`src/rtl/seq_lock.sv`:
```
// rtl/seq_lock.sv - parametrised multi-symbol sequence lock with reprogrammable code
//
// Purpose: collects CODE_LEN symbols per attempt and compares them against a
// stored code. A match opens the lock for UNLOCK_CYC cycles. Failures are
// counted, and optionally trigger a timed lockout. While open, the code can be
// reprogrammed through a shadow buffer that is committed atomically.
//
// Optional feature macro: SEQ_LOCK_LOCKOUT_EN (defined = lockout state built,
// undefined = no lockout state or timer, lockout tied low).
//
// Ports:
//   clk         in   clock, all flops update on the falling edge
//   clear       in   asynchronous active-low reset
//   sym_valid   in   sym_in carries a symbol this cycle
//   sym_in      in   code symbol (SYM_W bits)
//   prog_en     in   reprogram request, honoured only while open
//   unlock      out  lock open (registered)
//   prog_busy   out  new code being entered
//   lockout     out  lockout active
//   attempt_err out  one-cycle pulse on a failed attempt
//   fail_cnt    out  consecutive failed attempts, saturating at MAX_FAIL
module seq_lock #(
  parameter int                            SYM_W       = 4,
  parameter int                            CODE_LEN    = 4,
  parameter logic [CODE_LEN*SYM_W-1:0]     DEF_CODE    = 16'h1234,
  parameter int                            UNLOCK_CYC  = 8,
  parameter int                            TIMEOUT_CYC = 32,
  parameter int                            MAX_FAIL    = 3,
  parameter int                            LOCKOUT_CYC = 64
) (
  input  logic                             clk,
  input  logic                             clear,
  input  logic                             sym_valid,
  input  logic [SYM_W-1:0]                 sym_in,
  input  logic                             prog_en,
  output logic                             unlock,
  output logic                             prog_busy,
  output logic                             lockout,
  output logic                             attempt_err,
  output logic [$clog2(MAX_FAIL+1)-1:0]    fail_cnt
);

  localparam int IDX_W  = $clog2(CODE_LEN);
  localparam int FC_W   = $clog2(MAX_FAIL+1);
  localparam int HOLD_W = $clog2(UNLOCK_CYC+1);
  localparam int TO_W   = $clog2(TIMEOUT_CYC+1);

  localparam logic [IDX_W-1:0] LAST_IDX = IDX_W'(CODE_LEN-1);
  localparam logic [FC_W-1:0]  FC_MAX   = FC_W'(MAX_FAIL);
  localparam logic [TO_W-1:0]  TO_LAST  = TO_W'(TIMEOUT_CYC-1);

  typedef enum logic [2:0] {
    S_IDLE,
    S_ENTRY,
    S_OPEN,
    S_PROG
`ifdef SEQ_LOCK_LOCKOUT_EN
    , S_LOCKOUT
`endif
  } state_t;

  state_t             state_q, state_d;
  logic [IDX_W-1:0]   idx_q, idx_d;
  logic               match_q, match_d;
  logic [TO_W-1:0]    idle_q, idle_d;
  logic [HOLD_W-1:0]  hold_q, hold_d;
  logic [FC_W-1:0]    fail_q, fail_d;
  logic [FC_W-1:0]    fail_inc;
  logic               unlock_q, unlock_d;
  logic               prog_busy_q, prog_busy_d;
  logic               attempt_err_q, attempt_err_d;
  // Element 0 is the first symbol entered (the MS symbol of DEF_CODE).
  logic [SYM_W-1:0]   code_q [CODE_LEN];
  logic [SYM_W-1:0]   code_d [CODE_LEN];
  logic [SYM_W-1:0]   shadow_q [CODE_LEN];
  logic [SYM_W-1:0]   shadow_d [CODE_LEN];
`ifdef SEQ_LOCK_LOCKOUT_EN
  localparam int LOCK_W = $clog2(LOCKOUT_CYC+1);
  logic [LOCK_W-1:0]  lock_q, lock_d;
  logic               lockout_q, lockout_d;
`endif

  always_comb begin
    state_d       = state_q;
    idx_d         = idx_q;
    match_d       = match_q;
    idle_d        = idle_q;
    hold_d        = hold_q;
    fail_d        = fail_q;
    attempt_err_d = 1'b0;
    code_d        = code_q;
    shadow_d      = shadow_q;
    fail_inc      = (fail_q == FC_MAX) ? fail_q : fail_q + 1'b1;
`ifdef SEQ_LOCK_LOCKOUT_EN
    lock_d        = lock_q;
`endif
    case (state_q)
      S_IDLE: begin
        if (sym_valid) begin
          match_d = (sym_in == code_q[0]);
          idx_d   = IDX_W'(1);
          idle_d  = '0;
          state_d = S_ENTRY;
        end
      end
      S_ENTRY: begin
        if (sym_valid) begin
          idle_d = '0;
          if (idx_q == LAST_IDX) begin
            if (match_q && (sym_in == code_q[idx_q])) begin
              state_d = S_OPEN;
              fail_d  = '0;
              hold_d  = HOLD_W'(UNLOCK_CYC);
            end else begin
              attempt_err_d = 1'b1;
              fail_d        = fail_inc;
              state_d       = S_IDLE;
`ifdef SEQ_LOCK_LOCKOUT_EN
              if (fail_inc == FC_MAX) begin
                state_d = S_LOCKOUT;
                lock_d  = LOCK_W'(LOCKOUT_CYC);
              end
`endif
            end
          end else begin
            // A wrong symbol only clears the flag; the attempt always runs to full length.
            match_d = match_q && (sym_in == code_q[idx_q]);
            idx_d   = idx_q + 1'b1;
          end
        end else if (idle_q == TO_LAST) begin
          idle_d  = '0;
          state_d = S_IDLE;
        end else begin
          idle_d = idle_q + 1'b1;
        end
      end
      S_OPEN: begin
        // Checked before expiry so a reprogram request on the last open cycle wins.
        if (prog_en && sym_valid) begin
          shadow_d[0] = sym_in;
          idx_d       = IDX_W'(1);
          hold_d      = '0;
          state_d     = S_PROG;
        end else if (hold_q <= HOLD_W'(1)) begin
          // Timer is loaded with UNLOCK_CYC; leaving at 1 gives exactly that many open cycles.
          hold_d  = '0;
          state_d = S_IDLE;
        end else begin
          hold_d = hold_q - 1'b1;
        end
      end
      S_PROG: begin
        if (!prog_en) begin
          state_d = S_IDLE;
        end else if (sym_valid) begin
          shadow_d[idx_q] = sym_in;
          if (idx_q == LAST_IDX) begin
            code_d  = shadow_d;
            state_d = S_IDLE;
          end else begin
            idx_d = idx_q + 1'b1;
          end
        end
      end
`ifdef SEQ_LOCK_LOCKOUT_EN
      S_LOCKOUT: begin
        if (lock_q <= LOCK_W'(1)) begin
          lock_d  = '0;
          fail_d  = '0;
          state_d = S_IDLE;
        end else begin
          lock_d = lock_q - 1'b1;
        end
      end
`endif
      default: state_d = S_IDLE;
    endcase
    unlock_d    = (state_d == S_OPEN);
    prog_busy_d = (state_d == S_PROG);
`ifdef SEQ_LOCK_LOCKOUT_EN
    lockout_d   = (state_d == S_LOCKOUT);
`endif
  end

  always_ff @(negedge clk or negedge clear) begin
    if (!clear) begin
      state_q       <= S_IDLE;
      idx_q         <= '0;
      match_q       <= 1'b0;
      idle_q        <= '0;
      hold_q        <= '0;
      fail_q        <= '0;
      unlock_q      <= 1'b0;
      prog_busy_q   <= 1'b0;
      attempt_err_q <= 1'b0;
      for (int i = 0; i < CODE_LEN; i++) begin
        code_q[i]   <= DEF_CODE[(CODE_LEN-1-i)*SYM_W +: SYM_W];
        shadow_q[i] <= '0;
      end
`ifdef SEQ_LOCK_LOCKOUT_EN
      lock_q        <= '0;
      lockout_q     <= 1'b0;
`endif
    end else begin
      state_q       <= state_d;
      idx_q         <= idx_d;
      match_q       <= match_d;
      idle_q        <= idle_d;
      hold_q        <= hold_d;
      fail_q        <= fail_d;
      unlock_q      <= unlock_d;
      prog_busy_q   <= prog_busy_d;
      attempt_err_q <= attempt_err_d;
      code_q        <= code_d;
      shadow_q      <= shadow_d;
`ifdef SEQ_LOCK_LOCKOUT_EN
      lock_q        <= lock_d;
      lockout_q     <= lockout_d;
`endif
    end
  end

  assign unlock      = unlock_q;
  assign prog_busy   = prog_busy_q;
  assign attempt_err = attempt_err_q;
  assign fail_cnt    = fail_q;
`ifdef SEQ_LOCK_LOCKOUT_EN
  assign lockout     = lockout_q;
`else
  assign lockout     = 1'b0;
`endif

endmodule

```
`config.mk`:
```
export PLATFORM = sky130hd
export DESIGN_NAME = seq_lock
export DESIGN_NICKNAME = d
export VERILOG_FILES = /design/src/rtl/seq_lock.sv
export SDC_FILE = /design/constraint.sdc
export NUM_CORES = 1
export LEC_CHECK = 0
export CAP_MARGIN = 10
export CORE_ASPECT_RATIO = 0.8
export CORE_UTILIZATION = 50
export CTS_BUF_LIST = sky130_fd_sc_hd__clkbuf_16
export DETAILED_ROUTE_END_ITERATION = 7
export GPL_TIMING_DRIVEN = 0
export PLACE_DENSITY = 0.7
export SYNTH_ARGS = -nofsm -noshare
export SYNTH_HDL_FRONTEND = slang
export SYNTH_SLANG_ARGS = --single-unit
```
`constraint.sdc`:
```
create_clock -name clk -period 3.55 [get_ports clk]
set_input_delay 0.71 -clock clk [delete_from_list [all_inputs] [get_ports clk]]
set_output_delay 0.71 -clock clk [all_outputs]
set_load 0.02 [all_outputs]
```
==> impl_results.md, run 1 <==
- CTS tree: yes
- Cts bufs inserted: 5
- Router iterations before antenna repair: 4
- CTS clk-pin slew, worst paths: 0.05 ns
- Flop and latch count out of synthesis: 49
- CTS max path bufs: 2
- Length in cells of the worst reg-to-reg path: 7
- Area used by multi-input combinational logic: ~1300 µm²
- Die outline height: between 60 and 70 µm
- Post-placement setup slack: -0.701 ns
- Number of buffers inserted by port buffering: 9
- Layout overhead on the synthesized area: 18.3%
- Sum of negative setup slack: 0 ns
- Wire length of the first global-routing pass: 8580 µm
- MaxCap Viol Count: 0
- Most frequent standard cell in the layout excluding fill and tap cells: dfrtn_1
- Number of remaining DRC errors: 0
- Sequential Power Share: ~47%
- Max transition margin: approximately 64%
- Die Wd: 82.9 µm
- Share of synthesized area occupied by flip-flops and latches: 47.1%
- Pin count of the biggest net entering global routing: 31
- Actual slew at the worst max-slew pin: roughly 0.53 ns
- Cell Area, Placed: 2830 µm²
- Post-Syn Area: between 2000 and 3000 µm²
- Final clock skew: 0.0604 ns
- Standard-cell rows: 23
- Clock Latency Late Sink: 0.37 ns
- Design area: around 3100 µm²
- Final GP Congestion: 0.809
- Flip-flop and latch area: 1230 µm²
- Number of cells on the worst hold path: 1
- Net switching power of the design: about 360 µW
- R2R Setup Slk: between 1 and 1.5 ns
- Worst min-delay path class: reg -> reg
- Total number of clock tree sinks: 49
- Peak supply drop: 335 µV
- CTS H-Tree Depth: 2
- Placeable core region: between 5000 and 6000 µm²
- Class of the most critical setup path: in -> reg
- Number of antenna-violating nets in the routed design: 0
- PnR worst setup slack: 0.0181 ns
- Clk pwr share: 38.6%
- Startpoint types: input port
- Type of destination of the critical path: flip-flop
- Non-filler cells in the finished layout: between 300 and 400
- Global route overflow: 0
- Pwr/cell area: 419 nW/µm²
- Hold violation total from the final report: 0
- Leakage power: 0.00141 µW
- Count of warnings emitted by yosys: 0
- Die Footprint: 5530 µm²
- Post-Place Cells: between 300 and 400
- Vias: 1,877
- Run status: finished clean
- Via count of the first global-routing pass: approximately 1,700
- DPL Wire Length: 3560 µm
- Critical Path RT: 1.92 ns
- Combinational share of power: 14.7%
- Max-slew violation total from the final report: 0
- Yosys cell types: 42
- Total inserted antenna cells: 0
- CP max FO: 7
- Final Net Count: 294
- Average vias per placed instance: 5.50
- Most frequent cells in the layout: dfrtn_1, nand2_1, o21ai_0
- Total global routing track utilization: 20.6%
- Detailed Route WL: 5180 µm
- Arrival time worst endpoint: 1.91 ns
- Fraction of layout cells with a size suffix above 1: between 20% and 30%
- Share of total power consumed by net switching: roughly 28%
- Synthesized area divided by synthesized cell count: 10.4 µm²
- Number of I/O pins: 14
- 1st-iter DRT viols: 151
- Fill cells: 425
- Core occupancy in the finished layout: 61.5%
- Cell at the root of the clock tree: clkbuf_16
- Setup repair after global routing missed its margin: true
- Post-detailed-route wirelength per cell: 15.2 µm
- Antenna violations before repair: 0
- Power Internal: approximately 940 µW
- Total of endpoints with negative setup slack in the final report: 0
- Initial Util: 52.0%
- Count of mapped cells out of synthesis: 251
synth_stat cells (all sizes together):
cell type  number  share of area (%)
a21boi          2               0.86
a21oi           6                1.1
a22o            2               0.67
a31oi           1               0.24
a41oi           1               0.33
and2            2               0.48
and3            2               0.48
buf             6                1.4
clkbuf         11                1.6
conb            1               0.14
dfrtn          44                 42
dfstp           5                5.0
ha              8                3.8
inv            10                1.4
mux2           13                5.6
mux2i          18                6.9
mux4            3                2.6
nand2          36                5.2
nand2b          5                1.2
nand3           7                1.3
nand3b          3               0.86
nand4           1               0.24
nand4b          1               0.33
nor2            9                1.3
nor2b           2               0.48
nor3            4               0.76
nor3b           1               0.29
nor4b           1               0.33
o2111ai         1                1.0
o211a           1               0.38
o21ai          26                5.0
o22a            1               0.33
o22ai           3               0.96
o31ai           3               0.86
or3b            3                1.0
xnor2           8                3.5
worst paths after layout:
check | endpoint | start
hold reg to reg | hold_q[2] | hold_q[2]
setup / recovery | hold_q[0] | sym_in[1]
setup reg to reg | hold_q[3] | idx_q[0]
hold / removal | hold_q[2] | hold_q[2]
min in group asynchronous | hold_q[0] | clear
max in group asynchronous | code_q[4] | clear
critical path: stages:
cell       delay (ns)
buf_8            0.10
or3b_1           0.35
mux2i_2          0.21
o2111ai_4        0.20
a21boi_2         0.23
mux2i_1          0.10
sequential cells by signal, summed over array words and instances, names as in the netlist:
| register | flops |
|---|---|
| shadow_q | 12 |
| unlock | 1 |
| code_q | 16 |
| idx_q | 2 |
| match_q | 1 |
| idle_q | 6 |
| attempt_err | 1 |
| prog_busy | 1 |
| hold_q | 4 |
| state_q | 3 |
| fail_cnt | 2 |
layout make-up:
type	count	area share, %
Clock buffer	5	4.04
Timing Repair Buffer	15	4.32
Sequential cell	49	39.8
Clock inverter	8	1.29
Tap cell	62	2.50
Multi-Input combinational cell	176	43.2
Inverter	9	1.09
Buffer	17	3.80
metal layers:
metal / track usage [%] / share of wire [%]
met4: 6.47 / 1.2
met3: 5.20 / 3.0
met1: 31.8 / 55
met5: 0 / 0
met2: 27.7 / 41
power groups by stage:
stage          clock network [µW]  registers, µW  logic, µW
2_1_floorplan                10.5            623        114
3_3_place_gp                 10.5            613        182
3_5_place_dp                 10.5            615        188
4_1_cts                       505            605        193
5_1_grt                       539            609        212
6_report                      501            605        191
cell families (layout without fill, tap and decap cells):
group	Yosys count	count (layout)	share of synthesized area (%)
simple gates	77	77	14.2
flops	49	49	47.1
compound gates	47	47	11.8
mux	34	34	15.0
buf+inv	27	54	4.40
fa+ha+maj	8	8	3.82
xor+xnor	8	8	3.54
other cells	1	2	0.143
stage by stage:
step	hold WS [ns]	total power [µW]
global route	0.442	1360
global placement	0.420	806
detailed placement	0.424	813
floorplan	0.396	748
CTS	0.426	1300
finish	0.430	1300
what timing repair did:
item                       in CTS  in global routing
setup endpoints to repair      50                 28
pin swaps                       7                  6
gates resized for setup        28                 17
gates cloned                    0                  0
hold endpoints to repair        0                  0
hold buffers                    0                  0
buffers inserted                3                  2
Note: power is estimated with default switching activity, not from simulation.
==> run 2: changes to the inputs <==
- GPL_ROUTABILITY_DRIVEN: not set -> 0
==> results of run 2 <==
The final DEF is identical to that of run 1; final timing and power are the same.
==> variant 1 (config.mk and constraints of run 1) <==
Add a define of `SEQ_LOCK_LOCKOUT_EN`.
--- a/src/rtl/seq_lock.sv
+++ b/src/rtl/seq_lock.sv
@@ -20,4 +20,6 @@
 //   attempt_err out  one-cycle pulse on a failed attempt
 //   fail_cnt    out  consecutive failed attempts, saturating at MAX_FAIL
+`define SEQ_LOCK_LOCKOUT_EN
+
 module seq_lock #(
   parameter int                            SYM_W       = 4,
Formal check against the unedited RTL: same outputs for any inputs over 10 cycles, from zero or initial values; that may be too few to reach the edited logic, so the function may still have changed.
==> variant 1 against run 1 <==
Routed wire length increased by 38%; synthesized area increased by 18%; count of clock-buffer cells in the layout increased by 4; clock skew increased by 0.0098 ns; worst hold slack got worse by 0.0029 ns; worst setup slack got worse by 0.011 ns; final area increased by 25%; synthesized cell count increased by 24%; sequential cell count increased by 8.
Power is not compared: it rests on default switching activity, and its combinational part moved more than twofold at a synthesized area within 25%.
==> variant 1: results (changes against run 1) <==
- Status: completed
- Multi-input gates: 226 (+28%)
- Commonest cells post-synth: dfrtn_1 (52), nand2_1 (43), o21ai_0 (30), mux2i_1 (16), inv_1 (13)
- Relative slew slack: 0.312 (-0.331)
- Skew-Pair Late Insertion Delay: 0.40 ns (+0.03 ns)
- Fin cells: 428 (+26%)
- Inst Count DP: 403 (+24%)
- Non-clock buffers: 30 (-6.3%)
- Sequential cell area share: 0.371 (-0.0267)
- WHS Endpoint: idle_q[0]$_DFFE_NN0P_
- Final Hold Slack: 0.427 ns (-0.00292 ns)
- Grt met2 use: 0.346 (+0.0694)
- Number of global-route vias before repair: 2356 (+42%)
- Delay-heaviest family, CP: simple AND/OR/NAND/NOR gates
- Clock network area share: 0.0937 (+0.0404)
- Pin count of the biggest net entering global routing: 34 (+9.7%)
- Critical Path Source: sym_in[3]
- Area contributors post-synth: dfrtn_1 (42%), nand2_1 (5.2%), mux2i_1 (5.2%)
- FF-to-FF End: hold_q[0]$_DFFE_NN0P_
- Final instance area: 3860 um^2 (+25%)
- Post-DR wirelength/cell: 16.7 um (+9.7%)
- Number of fill cells: 477 (+12%)
- Htree depth: 3 (+1)
- Share of post-route cells with drive strength above 1: 0.222 (-0.0254)
- Nonclk inv count: 13 (+4)
- Routed wl met3: 286 um (+83%)
- Final Wtd Congestion: 0.816 (+0.90%)
- Detailed placement HPWL: 4810 um (+35%)
-- variant 1: cell count changes in the layout (fill, tap and decap cells not counted), sizes merged, moves of 5 or more --
cell	change
dfrtn	+8
nand2	+7
nor3	+7
o21ai	+5
or3	+5
-- variant 1: what timing repair did --
item / 4_1_cts / 5_1_grt
pin swaps: 5 / 4
buffers inserted: 3 / 1
gates cloned: 1 / 0
gates resized for setup: 30 / 6
setup endpoints to repair: 53 / 8
hold endpoints to repair: 0 / 0
hold buffers: 0 / 0
-- variant 1: stage by stage --
| stage | setup TNS, ns | power [mW] | setup slack [ns] |
|---|---|---|---|
| detailed placement | -30.02 | 1.68 | -0.947 |
| finish | 0 | 2.73 | 0.00665 |
| global placement | -123.25 | 1.66 | -1.69 |
| floorplan | -1.61 | 1.47 | -0.150 |
| global route | -0.0588 | 2.87 | -0.0216 |
| CTS | -0.0169 | 2.72 | -0.0169 |
